--- src/rtl/sprite_rom_arbiter.sv ---
// rtl/sprite_rom_arbiter.sv - round-robin arbiter sharing the sprite ROM port
//
// Purpose: shares one sprite ROM read port between NUM_REQ line fetchers.
// One grant per cycle, round-robin, with a two-stage tag pipeline that
// routes each registered ROM line back to its requester.
//
// Ports:
//   clk, reset          system clock, asynchronous active-high reset
//   fetch_enable        0 blocks new grants; reads in flight still complete
//   req                 per-requester request level
//   req_sprite_id       4 bits per requester, requester i at [4i+3:4i]
//   req_orientation     2 bits per requester, requester i at [2i+1:2i]
//   req_line            3 bits per requester, requester i at [3i+2:3i]
//   grant               one-hot one-cycle pulse, request accepted
//   rsp_valid           one-hot one-cycle pulse, rsp_data belongs to requester i
//   rsp_data            returned sprite line, held while rsp_valid is 0
//   rom_read_enable     ROM read strobe
//   rom_sprite_id       ROM sprite ID
//   rom_orientation     ROM orientation
//   rom_line_index      ROM line index
//   rom_data            ROM data, registered in the ROM (1-cycle latency)
module sprite_rom_arbiter #(
   parameter int NUM_REQ = 4
) (
   input  logic                   clk,
   input  logic                   reset,
   input  logic                   fetch_enable,
   input  logic [NUM_REQ-1:0]     req,
   input  logic [4*NUM_REQ-1:0]   req_sprite_id,
   input  logic [2*NUM_REQ-1:0]   req_orientation,
   input  logic [3*NUM_REQ-1:0]   req_line,
   output logic [NUM_REQ-1:0]     grant,
   output logic [NUM_REQ-1:0]     rsp_valid,
   output logic [7:0]             rsp_data,
   output logic                   rom_read_enable,
   output logic [3:0]             rom_sprite_id,
   output logic [1:0]             rom_orientation,
   output logic [2:0]             rom_line_index,
   input  logic [7:0]             rom_data
);

   localparam int IDW = (NUM_REQ > 2) ? $clog2(NUM_REQ) : 1;
   typedef logic [IDW-1:0] idx_t;

   // Unpacked views of the packed per-requester fields so the winner can be
   // selected with an index of exactly the requester-index width.
   logic [3:0] sid_a    [NUM_REQ];
   logic [1:0] orient_a [NUM_REQ];
   logic [2:0] line_a   [NUM_REQ];

   for (genvar g = 0; g < NUM_REQ; g++) begin : g_unpack
      assign sid_a[g]    = req_sprite_id[4*g +: 4];
      assign orient_a[g] = req_orientation[2*g +: 2];
      assign line_a[g]   = req_line[3*g +: 3];
   end

   idx_t               ptr;
   idx_t               win_idx;
   idx_t               cand;
   logic               win_found;
   logic               issue;
   logic [NUM_REQ-1:0] eligible;

   logic               tag1_valid;
   idx_t               tag1_idx;
   logic               tag2_valid;
   idx_t               tag2_idx;

   function automatic logic [NUM_REQ-1:0] onehot(input idx_t i);
      logic [NUM_REQ-1:0] v;
      v    = '0;
      v[i] = 1'b1;
      return v;
   endfunction

   // A requester granted this cycle is still showing its old request level,
   // so it is masked out; that is what forces at-most-every-other-cycle
   // service for a requester holding req high.
   always_comb begin
      eligible  = req & ~grant;
      win_found = 1'b0;
      win_idx   = ptr;
      cand      = '0;
      for (int k = 1; k <= NUM_REQ; k++) begin
         cand = idx_t'((int'(ptr) + k) % NUM_REQ);
         if (!win_found && eligible[cand]) begin
            win_found = 1'b1;
            win_idx   = cand;
         end
      end
      issue = fetch_enable & win_found;
   end

   always_ff @(posedge clk or posedge reset) begin
      if (reset) begin
         grant           <= '0;
         rsp_valid       <= '0;
         rsp_data        <= '0;
         rom_read_enable <= 1'b0;
         rom_sprite_id   <= '0;
         rom_orientation <= '0;
         rom_line_index  <= '0;
         ptr             <= idx_t'(NUM_REQ - 1);
         tag1_valid      <= 1'b0;
         tag1_idx        <= '0;
         tag2_valid      <= 1'b0;
         tag2_idx        <= '0;
      end else begin
         grant           <= issue ? onehot(win_idx) : '0;
         rom_read_enable <= issue;
         tag1_valid      <= issue;
         if (issue) begin
            rom_sprite_id   <= sid_a[win_idx];
            rom_orientation <= orient_a[win_idx];
            rom_line_index  <= line_a[win_idx];
            tag1_idx        <= win_idx;
            ptr             <= win_idx;
         end

         // Stage 2 lines up with the ROM's output register.
         tag2_valid <= tag1_valid;
         tag2_idx   <= tag1_idx;

         rsp_valid <= tag2_valid ? onehot(tag2_idx) : '0;
         if (tag2_valid) begin
            rsp_data <= rom_data;
         end
      end
   end

endmodule

--- config.mk ---
export PLATFORM = sky130hd
export DESIGN_NAME = sprite_rom_arbiter
export DESIGN_NICKNAME = d
export VERILOG_FILES = /design/src/rtl/sprite_rom_arbiter.sv
export SDC_FILE = /design/constraint.sdc
export NUM_CORES = 1
export LEC_CHECK = 0
export ABC_AREA = 1
export BUFFER_PORTS_ARGS = -buffer_cell sky130_fd_sc_hd__buf_2
export CORE_AREA = 2 2 96 61
export CTS_BUF_LIST = sky130_fd_sc_hd__clkbuf_8
export CTS_CLUSTER_SIZE = 10
export DETAILED_ROUTE_END_ITERATION = 8
export DIE_AREA = 0 0 98 63
export GPL_ROUTABILITY_DRIVEN = 0
export GPL_TIMING_DRIVEN = 0
export PLACE_DENSITY_LB_ADDON = 0.12
export SLEW_MARGIN = 20
export SYNTH_ARGS = -nofsm -noshare
export SYNTH_HDL_FRONTEND = slang
export SYNTH_SLANG_ARGS = --single-unit
--- constraint.sdc ---
create_clock -name clk -period 2.15 [get_ports clk]
set_clock_uncertainty 0.05 [all_clocks]
set_input_delay 0.215 -clock clk [delete_from_list [all_inputs] [get_ports clk]]
set_output_delay 0.215 -clock clk [all_outputs]
set_load 0.01 [all_outputs]
==> impl_metrics.tcl, run 1 <==
set metrics [dict create \
    finalHoldViolCount 0 \
    portBuffers 76 \
    cap_violations 0 \
    dieWidth_um 98 \
    required_ns 2.27 \
    cts_made_buffers 5 \
    routed_wl_um 4920 \
    combinationalPowerShare_pct 65.3 \
    drive_gt1_share_pct 38.4 \
    worstPathArrival_ns 2.17 \
    via_count 1841 \
    globalRouteTotalUtil_pct 16.7 \
    p_per_area_nw_per_um2 1760 \
    switchingPower_mw 2.07 \
    hold_path_class "in -> reg" \
    fill_cells 574 \
    worst-path-max-fanout 10 \
    setup_viol_count_final 0 \
    setup_slack_ns 0.107 \
    cts-htree-levels 2 \
    grt_max_degree 34 \
    pre_cts_ws_ns 0.141 \
    reg2reg_depth 11 \
    slew_viol_final 0 \
    clkTransAtPathRegs_ns 0.07 \
    register_area_um2 828 \
    drcViolationCount 0 \
    p_leak_nw 1.33 \
    ir_drop_mv 0.696 \
    fin_crit_sh_pct 95.0 \
    worst_slew_pin_slew_ns 0.655 \
    slew_headroom_pct 56.3 \
    ant_nets 0 \
    crit_end "rom_sprite_id[1]" \
    antenna_found_initial 0 \
    r2r_start "ptr[0]" \
    cts_root_buf "clkbuf_8" \
    core_um2 5330 \
    syn-cell-area_um2 1790 \
    clock_path_buffers 2 \
    max_freq_ghz 0.489 \
    start_util_pct 33.6 \
    die-area_um2 6170 \
    cts_sinks 33 \
    diodes 0 \
    ioPinCount 77 \
    critPathLaunch "ptr[0]" \
    cp-start-kind "register" \
    rows 21 \
    dpl.hpwl_um 3690 \
    holdPathStages 3 \
    dr.pass1.iters 4 \
    r2r_slack_ns 0.11 \
    crit_type "reg -> reg" \
    routedWlPerCell_um 12.7 \
    final.min_clock_period_ns 2.04 \
    syn_to_final_growth_pct 33.5 \
    synth_seq_cells 33 \
    synth_warnings 0 \
    grt_pass1_wl_um 8290 \
    regToRegEndpoint "rom_sprite_id[1]" \
    syn-mean-instance-area_um2 7.78 \
    cp-end-kind "register" \
    synth_nets 281 \
    cts_tree "done" \
    p_int_mw 2.14 \
    drt_iter0_drc 93 \
    dpl.cell_count 375 \
    seq_power_share_pct 24.3 \
    nNetsFinal 368 \
    status "completed" \
    finalHoldWorstSlack_ns 0.0769 \
    syn_inst 230 \
    multi_input_area_um2 850 \
    via_per_inst 4.76 \
    grt_pass1_vias 1808 \
    yosysUniqueCellTypes 22 \
    fp.dieH_um 63 \
    insertion_delay_ns 0.28 \
    grt_overflow_total 0 \
    layoutNonFillerInstCount 387 \
    power.share.switching_pct 49.1 \
    p_clk_share_pct 10.4 \
    seq_area_frac_synth_pct 46.3 \
    power_mw 4.21 \
]
logic make-up after synthesis:
logic type      after synthesis  share of synthesized area, %
simple gates                169                          45.1
flops                        33                          46.3
buf+inv                      23                          6.85
compound gates                5                          1.82
sequential cells by signal, summed over array words and instances (netlist names):
name and flops:
rom_sprite_id 4, tag2_idx 2, tag1_idx 2, tag1_valid 1, tag2_valid 1, rom_orientation 2, rsp_data 8, grant 4
rom_line_index 3, ptr 2, rsp_valid 4
final cells by class:
cell class / instances / area share, %
tap: 69 / 3.61
timing repair buffer: 80 / 17.1
clock buffer: 5 / 2.88
inverter: 12 / 2.09
clock inverter: 3 / 0.576
multi-input combinational: 174 / 35.5
sequential: 33 / 34.6
buffer: 11 / 3.61
critical path, cell delays in order, from the launching register on:
cell and delay [ns]:
dfstp_2 0.54, buf_8 0.14, nand2_1 0.07, nand2_2 0.14, nand3_2 0.08, nand2_2 0.16, nand3_2 0.15, o21ai_2 0.17
buf_6 0.17, nand3_1 0.10, nand3_1 0.10, nand2_1 0.06
how the worst min path moves through the flow:
stage                            from     endpoint
after floorplan           rom_data[5]  rsp_data[5]
final                     rom_data[4]  rsp_data[4]
after global placement    tag1_idx[0]  tag2_idx[0]
after CTS                 rom_data[4]  rsp_data[4]
after global routing      rom_data[1]  rsp_data[1]
after detailed placement        reset  rsp_data[4]
routing by layer:
layer | global-route usage (%) | share of wire (%) | vias to the layer above
li1 | - | - | 934
met1 | 24.5 | 49 | 832
met2 | 25.0 | 43 | 73
met3 | 4.92 | 8.5 | 2
met4 | 2.60 | 0.16 | 0
met5 | 0 | 0 | -
cells in the mapped netlist:
| library cell | n | share of area (%) |
|---|---|---|
| buf_2 | 4 | 1.1 |
| buf_4 | 3 | 1.3 |
| buf_6 | 2 | 1.3 |
| clkbuf_1 | 2 | 0.42 |
| dfrtp_1 | 31 | 43 |
| dfstp_2 | 2 | 2.9 |
| inv_1 | 9 | 1.9 |
| inv_2 | 2 | 0.42 |
| inv_6 | 1 | 0.49 |
| nand2_1 | 77 | 16 |
| nand2_2 | 7 | 2.4 |
| nand2_4 | 3 | 1.9 |
| nand3_1 | 67 | 19 |
| nand3_2 | 4 | 2.2 |
| nand4_1 | 1 | 0.35 |
| nand4_2 | 1 | 0.70 |
| nor2_1 | 4 | 0.84 |
| nor2_4 | 1 | 0.63 |
| nor3_1 | 4 | 1.1 |
| o21ai_0 | 2 | 0.56 |
| o21ai_1 | 1 | 0.28 |
| o21ai_2 | 2 | 0.98 |
layout by cell type, fill, tap and decap left out:
cell / count
buf_8: 1
nand4_2: 1
clkbuf_1: 2
clkbuf_8: 5
nand4_1: 1
nor2_1: 4
o21ai_0: 2
o21ai_1: 1
inv_6: 1
inv_2: 3
nand3_1: 66
nor2_4: 1
nand2_2: 9
nand2_1: 75
dfrtp_1: 31
dlygate4sd3_1: 1
buf_6: 3
o21ai_2: 2
dfstp_2: 2
nand3_2: 5
clkinv_2: 2
nand2_4: 3
buf_4: 2
clkbuf_4: 1
buf_2: 81
inv_1: 9
nor3_1: 4
power by group through the flow:
stage | clock network [mW] | logic [mW] | registers (mW)
3_5_place_dp | 0 | 2.58 | 1.03
3_3_place_gp | 0 | 2.57 | 1.03
4_1_cts | 0.459 | 2.59 | 1.02
6_report | 0.438 | 2.75 | 1.02
5_1_grt | 0.495 | 3.10 | 1.06
2_1_floorplan | 0 | 1.79 | 1.12
per-stage QoR:
step           TNS [ns]  utilization [%]  area, um2
6_report              0             44.8       2390
3_3_place_gp          0             42.3       2260
5_1_grt         -0.0136             44.8       2390
2_1_floorplan         0                -       1790
4_1_cts               0             44.1       2350
3_5_place_dp          0             42.3       2260
repair_timing:
item / in CTS / in global routing
resized for setup: 0 / 7
endpoints found under the hold margin: 9 / 0
setup endpoints to repair: 0 / 9
hold buffers: 1 / 0
setup buffers: 0 / 1
(Power assumes the default switching activity.)
==> run 2: changes to the inputs <==
Settings changed: CORE_AREA 2 2 96 61 to 2 2 85 54, DIE_AREA 0 0 98 63 to 0 0 87 56.
==> impl_metrics.tcl, run 2 (synthesis results as in run 1) <==
set metrics [dict create \
    status "completed" \
    start_util_pct 44.4 \
    power_mw 4.15 \
    r2r_slack_ns 0.18 \
    core_um2 4030 \
    fill_cells 402 \
    syn_to_final_growth_pct 32.4 \
    fin_tns_setup_ns 0 \
    regMostFlops "rsp_data" \
    dr.pass1.iters 4 \
    slew_viol_final 0 \
    cts-htree-levels 2 \
    worstPathCellList "buf_6 -> nand2_1 -> nand2_4 -> nand3_2 -> nand2_2 -> nand3_2 -> o21ai_2 -> buf_4 -> nand3_1 -> nand3_1 -> nand2_1" \
    required_ns 2.26 \
    cp-start-kind "register" \
    final_cell_mix "81 x buf_2, 76 x nand2_1, 66 x nand3_1, 31 x dfrtp_1, 8 x inv_1" \
    cts_sinks 33 \
    fin_util_pct 58.8 \
    critPathLaunch "ptr[0]" \
    routedWlPerCell_um 12.1 \
    cp-end-kind "register" \
    clkTransAtPathRegs_ns 0.07 \
    path_buf_inv 2 \
    insertion_delay_ns 0.27 \
    design_area_um2 2370 \
    diodes 0 \
    ir_drop_mv 0.772 \
    fin_crit_sh_pct 91.8 \
    rsz0062_at_grt "no" \
    p_per_area_nw_per_um2 1750 \
    drcViolationCount 0 \
    dpl.cell_count 356 \
    cp_top_family "simple AND/OR/NAND/NOR gates" \
    grt_pass1_wl_um 7300 \
    dieWidth_um 87 \
    via_count 1796 \
    largest_reg_flops 8 \
    finalHoldWorstSlack_ns 0.0887 \
    crit_type "reg -> reg" \
    grt_max_degree 34 \
    ioPinCount 77 \
    finalHoldViolCount 0 \
    final_common_cell "buf_2" \
    portBuffers 76 \
    critPathSlowestCell "dfstp_2" \
    worst-path-max-fanout 10 \
    max_freq_ghz 0.507 \
    rows 18 \
    worstPathArrival_ns 2.09 \
    cts_tree "done" \
    grt_overflow_total 0 \
    die-area_um2 4870 \
    drive_gt1_share_pct 38.0 \
    cts_root_buf "clkbuf_8" \
    setup_viol_count_final 0 \
    slew_headroom_pct 56.5 \
    hp-start "rom_data[5]" \
    layoutNonFillerInstCount 366 \
    drt_iter0_drc 114 \
    via_per_inst 4.91 \
    post-cts-setup-buffer-count 0 \
    antenna_found_initial 0 \
    hold_path_class "in -> reg" \
    postPlaceCellArea_um2 2230 \
    p_leak_nw 1.32 \
    cpPeakStageDelay_ns 0.52 \
    cap_violations 0 \
    worst_slew_pin_slew_ns 0.651 \
    final.min_clock_period_ns 1.97 \
    fp.dieH_um 56 \
    dpl.hpwl_um 3390 \
    pre_cts_ws_ns 0.154 \
    routed_wl_um 4440 \
    r2r_start "ptr[0]" \
    nNetsFinal 366 \
    grt_pass1_vias 1634 \
    ant_nets 0 \
    cts_made_buffers 5 \
    setup_slack_ns 0.177 \
    globalRouteTotalUtil_pct 18.8 \
    clock_path_buffers 2 \
]
## run 2: routing by layer
layer	wire (um)	vias up	track usage, %
met1	2250	818	26.9
met5	0	-	0
met3	252	2	6.53
met4	13	0	2.68
met2	1920	48	28.0
li1	-	928	-
## run 2: layout make-up
cell class	instances	area, um2	area share (%)
multi-input combinational	174	852	36.0
sequential	33	828	35.0
timing repair buffer	78	395	16.7
clock buffer	7	96.3	4.07
buffer	11	80.1	3.38
tap	50	62.6	2.64
inverter	12	50.0	2.11
clock inverter	1	5.00	0.211
## run 2: path summary, 6_finish.rpt
path                                      to  cells after the start
max reg2reg                rom_line_index[0]                     11
max                        rom_line_index[0]                     11
min reg2reg                       tag2_valid                      0
min in group asynchronous   rom_sprite_id[3]                      3
max in group asynchronous  rom_line_index[0]                      3
min                              rsp_data[5]                      3
## run 2: report_power, final
| part | total, mW | switching (mW) | leakage [nW] | internal [mW] |
|---|---|---|---|---|
| sequential | 1.02 | 0.124 | 0.408 | 0.897 |
| combinational | 2.63 | 1.66 | 0.862 | 0.964 |
| clock | 0.496 | 0.207 | 0.0542 | 0.289 |
## run 2: what timing repair did
action	4_1_cts	5_1_grt
hold endpoints to repair	16	0
hold buffers	1	0
setup endpoints to repair	0	5
gates resized for setup	0	5
## run 2: worst reg2reg max path, stage by stage (launching register included)
cell and delay [ns]:
dfstp_2 0.52, buf_6 0.14, nand2_1 0.10, nand2_4 0.12, nand3_2 0.08, nand2_2 0.15, nand3_2 0.12, o21ai_2 0.14
buf_4 0.19, nand3_1 0.10, nand3_1 0.10, nand2_1 0.05
